## config.mk

```make
export PLATFORM = sky130hd
export DESIGN_NAME = debounce_scheduler
export DESIGN_NICKNAME = d
export VERILOG_FILES = /design/src/rtl/debounce_scheduler.sv
export SDC_FILE = /design/constraint.sdc
export NUM_CORES = 1
export LEC_CHECK = 0
export ABC_AREA = 1
export CORE_ASPECT_RATIO = 2
export CORE_MARGIN = 5
export CORE_UTILIZATION = 47
export DETAILED_ROUTE_END_ITERATION = 7
export GPL_TIMING_DRIVEN = 0
export PLACE_DENSITY = 0.64
export SLEW_MARGIN = 20
export SYNTH_ARGS = -nofsm -noshare
export SYNTH_HDL_FRONTEND = slang
export SYNTH_SLANG_ARGS = --single-unit
```

## constraint.sdc

```tcl
create_clock -name i_clk -period 2.67 [get_ports i_clk]
set_clock_uncertainty 0.05 [all_clocks]
set_input_delay 0.801 -clock i_clk [delete_from_list [all_inputs] [get_ports i_clk]]
set_output_delay 0.801 -clock i_clk [all_outputs]
set_load 0.02 [all_outputs]
```

## src/rtl/debounce_scheduler.sv

```systemverilog
// Multi-channel switch debouncer sharing one count/compare unit.
// Confirmed level changes are queued as round-robin arbitrated events.
module debounce_scheduler #(
   parameter int NUM_CHANNELS   = 4,
   parameter int DEBOUNCE_LIMIT = 4
) (
   input  logic                            i_clk,
   input  logic                            i_rst_n,
   input  logic [NUM_CHANNELS-1:0]         i_bouncy,
   output logic [NUM_CHANNELS-1:0]         o_debounced,
   output logic                            o_event_valid,
   output logic [$clog2(NUM_CHANNELS)-1:0] o_event_chan,
   output logic                            o_event_level,
   input  logic                            i_event_ready,
   output logic                            o_overrun
);

   localparam int CW = $clog2(NUM_CHANNELS);
   localparam int NW = $clog2(DEBOUNCE_LIMIT);
   localparam logic [CW-1:0] LAST = CW'(NUM_CHANNELS - 1);
   localparam logic [NW-1:0] CMAX = NW'(DEBOUNCE_LIMIT - 1);

   logic [NUM_CHANNELS-1:0] meta_q, sync_q;
   logic [NUM_CHANNELS-1:0] deb_q, deb_d;
   logic [NUM_CHANNELS-1:0] pend_q, pend_d;
   logic [NUM_CHANNELS-1:0] lvl_q, lvl_d;
   logic [NW-1:0]           cnt_q [NUM_CHANNELS];
   logic [NW-1:0]           cnt_d;
   logic [CW-1:0]           slot_q;
   logic [CW-1:0]           last_q;
   logic                    ev_valid_q;
   logic [CW-1:0]           ev_chan_q;
   logic                    ev_lvl_q;
   logic                    ovr_q;

   logic          svc_raw, svc_cur, svc_set;
   logic [NW-1:0] svc_cnt;
   logic          found, load, take, ovr_hit;
   logic [CW-1:0] grant, idx;

   always_comb begin
      svc_raw = sync_q[slot_q];
      svc_cur = deb_q[slot_q];
      svc_cnt = cnt_q[slot_q];
      svc_set = 1'b0;
      cnt_d   = '0;
      if (svc_raw != svc_cur) begin
         if (svc_cnt == CMAX) begin
            svc_set = 1'b1;
         end else begin
            cnt_d = svc_cnt + 1'b1;
         end
      end
   end

   // Round-robin search starting just after the last granted channel.
   always_comb begin
      found = 1'b0;
      grant = '0;
      idx   = '0;
      for (int i = 1; i <= NUM_CHANNELS; i++) begin
         idx = CW'((int'(last_q) + i) % NUM_CHANNELS);
         if (!found && pend_q[idx]) begin
            found = 1'b1;
            grant = idx;
         end
      end
   end

   assign load    = !ev_valid_q || i_event_ready;
   assign take    = load && found;
   assign ovr_hit = svc_set && pend_q[slot_q]
                    && !(take && (grant == slot_q));

   // A fresh set beats a same-cycle clear of the same bit.
   always_comb begin
      pend_d = pend_q;
      lvl_d  = lvl_q;
      deb_d  = deb_q;
      if (take) begin
         pend_d[grant] = 1'b0;
      end
      if (svc_set) begin
         pend_d[slot_q] = 1'b1;
         lvl_d[slot_q]  = svc_raw;
         deb_d[slot_q]  = svc_raw;
      end
   end

   always_ff @(posedge i_clk or negedge i_rst_n) begin
      if (!i_rst_n) begin
         meta_q     <= '0;
         sync_q     <= '0;
         deb_q      <= '0;
         pend_q     <= '0;
         lvl_q      <= '0;
         for (int k = 0; k < NUM_CHANNELS; k++) begin
            cnt_q[k] <= '0;
         end
         slot_q     <= '0;
         last_q     <= LAST;
         ev_valid_q <= 1'b0;
         ev_chan_q  <= '0;
         ev_lvl_q   <= 1'b0;
         ovr_q      <= 1'b0;
      end else begin
         meta_q        <= i_bouncy;
         sync_q        <= meta_q;
         slot_q        <= (slot_q == LAST) ? '0 : slot_q + 1'b1;
         cnt_q[slot_q] <= cnt_d;
         deb_q         <= deb_d;
         pend_q        <= pend_d;
         lvl_q         <= lvl_d;
         if (load) begin
            ev_valid_q <= found;
            if (found) begin
               ev_chan_q <= grant;
               ev_lvl_q  <= lvl_q[grant];
               last_q    <= grant;
            end
         end
         if (ovr_hit) begin
            ovr_q <= 1'b1;
         end
      end
   end

   assign o_debounced   = deb_q;
   assign o_event_valid = ev_valid_q;
   assign o_event_chan  = ev_chan_q;
   assign o_event_level = ev_lvl_q;
   assign o_overrun     = ovr_q;

endmodule

```

==> impl_metrics.env <==
export IMPL_vias=1390
export IMPL_top_layer="met4"
export IMPL_holdWs_ns=0.3005
export IMPL_synth_area_um2=1778
export IMPL_hold_path_class="reg2reg"
export IMPL_ys_warn_count=0
export IMPL_yosysSeqAreaShare_pct=46.59
export IMPL_cp_data_required_time_ns=1.82
export IMPL_max_stage_delay_ns=0.63
export IMPL_asyncSetResetFlopFracSynth_pct=100.0
export IMPL_die_h_um=96.98
export IMPL_cts_inserted_buffers=5
export IMPL_seqPwrFrac_pct=30.0
export IMPL_ant_nets=0
export IMPL_grt_pass1_wl_mm=6.134
export IMPL_port_buffers=15
export IMPL_worstPathMaxFanout=4
export IMPL_switchingPower_mw=1.028
export IMPL_post_drt_via_cell_ratio=4.810
export IMPL_synth_flop_cell="dfrtp_1"
export IMPL_rsz0062_at_grt="false"
export IMPL_syn_nets=229
export IMPL_stdcell_area_um2=2118
export IMPL_synthCells=217
export IMPL_start_kind="flip-flop"
export IMPL_synth_top_area_share_pct=43.63
export IMPL_finalNetCount=251
export IMPL_crit_family="buffers and inverters"
export IMPL_dpl_cell_area_um2=1984
export IMPL_antenna_found_initial=0
export IMPL_cp_end_kind="output pin"
export IMPL_die_w_um=53.49
export IMPL_yosysUniqueCellTypes=28
export IMPL_status="complete, no violations"
export IMPL_power_frac_comb_pct=47.5
export IMPL_worstMarginPinSlew_ns=0.7199
export IMPL_hold_buffers=0
export IMPL_crit_chain="clkdlybuf4s50_1"
export IMPL_max_slew_margin_pct=52.01
export IMPL_diodes=0
export IMPL_drc=0
export IMPL_cts_setup_buffers=0
export IMPL_dp_hpwl_mm=2.754
export IMPL_setup_ws_ns=0.4990
export IMPL_drt_iter0_drc=24
export IMPL_p_leak_nw=1.056
export IMPL_cp_arrival_ns=1.32
export IMPL_synth_edf_count=0
export IMPL_period_share_pct=81.31
export IMPL_finalWeightedCongestion=0.8521
export IMPL_core_area_um2=3646
export IMPL_wl_per_cell_um=12.50
export IMPL_crit_type="reg2out"
export IMPL_start_util_pct=48.76
export IMPL_io_pins=16
export IMPL_grt_use_total_pct=16.06
export IMPL_switching_share_pct=41.69
export IMPL_maxCapViolCount=0
export IMPL_cts_max_level=2
export IMPL_synth_seq_cells=33
export IMPL_grt_max_degree=34
export IMPL_yosys_top_cells_area="dfrtp_1 (44%), nand2_1 (16%), nand2_2 (3.9%), inv_1 (3.6%), ha_1 (3.5%)"
export IMPL_final_hold_viol_count=0
export IMPL_avgSynthCellArea_um2=8.193
export IMPL_synth_most_common_cell="nand2_1"
export IMPL_cp_slowest_cell="clkdlybuf4s50_1"
export IMPL_fin_tns_setup_ns=0
export IMPL_p_clk_share_pct=22.4
export IMPL_wirelength_mm=3.612
export IMPL_clk_pin_slew_ns=0.07
export IMPL_clock_latency_ns=0.29
export IMPL_cts_buffer_depth=2
export IMPL_maxSlewViolCount=0
export IMPL_postCtsResizedCells=0
export IMPL_setup_viol=0
export IMPL_first_global_vias=1406
export IMPL_crit_buf_inv=1
export IMPL_drive_above_1_share_pct=18.75
export IMPL_cts_tree="yes"
export IMPL_clockRootBuffer="clkbuf_8"
export IMPL_synth_common_cells="nand2_1 (76), dfrtp_1 (31), inv_1 (17)"
export IMPL_ir_drop_uv=622.3
export IMPL_m1WireLength_mm=1.313
export IMPL_route_met2_wl_mm=2.094
export IMPL_globalRouteOverflowTotal=0
export IMPL_cell_internal_pwr_mw=1.437
export IMPL_die_area_um2=5187
export IMPL_pre_cts_slack_ns=0.6177
export IMPL_max_clock_freq_mhz=460.6
export IMPL_finalWorstPathRequiredPeriod_ns=2.171
export IMPL_yosysTopAreaCell="dfrtp_1"
export IMPL_syn_to_final_growth_pct=19.14
export IMPL_wl_met3_um=88
export IMPL_power_density_nw_per_um2=1164
export IMPL_num_rows=31
export IMPL_dp_cells=281
export IMPL_dr_pass1_iters=4
export IMPL_final_cells=289
export IMPL_cts_sinks=33
final cells by class:
| cell class | instances | area (um2) |
|---|---|---|
| Clock inverter | 3 | 65.06 |
| Sequential cell | 33 | 828.3 |
| Inverter | 26 | 106.4 |
| Multi-Input combinational cell | 156 | 824.5 |
| Buffer | 2 | 18.77 |
| Tap cell | 49 | 61.31 |
| Clock buffer | 5 | 68.82 |
| Timing Repair Buffer | 15 | 145.1 |
| Fill cell | 365 | 1528 |
stage by stage:
step | utilization (%) | power (mW)
4_1_cts | 58.10 | 2.499
5_1_grt | 58.10 | 2.661
6_report | 58.10 | 2.465
3_5_place_dp | 54.43 | 1.938
2_1_floorplan | - | 1.640
3_3_place_gp | 54.56 | 1.928
state kept, by name, indices dropped and copies added (netlist names):
name,flops
o_event_level,1
pend_q,4
o_event_chan,2
meta_q,4
o_overrun,1
slot_q,2
last_q,2
sync_q,4
cnt_q,8
o_debounced,4
o_event_valid,1
cell families after synthesis:
| logic type | after synthesis | share of synthesized area [%] |
|---|---|---|
| AOI/OAI and AO/OA | 30 | 9.360 |
| xor gates and xnor gates | 1 | 0.9151 |
| adders and majority gates | 5 | 3.519 |
| buffers and inverters | 28 | 7.037 |
| DFF | 33 | 46.59 |
| and+or+nand+nor | 120 | 32.58 |
worst register-to-register path, delay by kind of cell (launching register included):
kind / cells / cell delay (ns)
AND/OR/NAND/NOR: 9 / 0.87
buffers and inverters: 2 / 0.20
flip-flops: 1 / 0.53
AO/OA/AOI/OAI: 1 / 0.15
power groups by stage:
| stage | logic (mW) | registers, mW | clock network, mW |
|---|---|---|---|
| final | 1.17 | 0.740 | 0.553 |
| after global routing | 1.32 | 0.761 | 0.582 |
| after CTS | 1.19 | 0.741 | 0.566 |
| after detailed placement | 1.19 | 0.748 | 0 |
| after global placement | 1.18 | 0.748 | 0 |
| after floorplan | 0.868 | 0.773 | 0 |
routing by layer:
metal,track usage [%],vias to the layer above
met5,0,-
met3,3.385,11
met2,28.95,23
met1,15.48,629
met4,9.252,0
li1,-,727
layout by cell type (no fill, tap or decap), types with 3 or more instances in the layout:
master | synthesis | layout
nand2_1 | 76 | 76
dfrtp_1 | 31 | 31
inv_1 | 17 | 17
nor2_1 | 14 | 14
clkdlybuf4s50_1 | 0 | 14
o21ai_1 | 12 | 12
o21ai_0 | 11 | 11
nand2_2 | 11 | 11
inv_2 | 6 | 6
nand3_1 | 6 | 6
ha_1 | 5 | 5
clkbuf_8 | 0 | 5
nand3_2 | 4 | 4
o22ai_1 | 3 | 3
nand2_4 | 3 | 3
path summary, 6_finish.rpt:
path / cells after the start / slack [ns] / start / endpoint
setup / recovery: 1 / 0.50 / o_debounced[3] / o_debounced[3]
hold / removal: 0 / 0.30 / meta_q[0] / sync_q[0]
setup reg to reg: 12 / 0.77 / last_q[0] / pend_q[3]
hold reg to reg: 0 / 0.30 / meta_q[0] / sync_q[0]
max in group asynchronous: 1 / 1.59 / i_rst_n / pend_q[3]
min in group asynchronous: 1 / 0.52 / i_rst_n / o_debounced[1]
(Power assumes the default switching activity.)
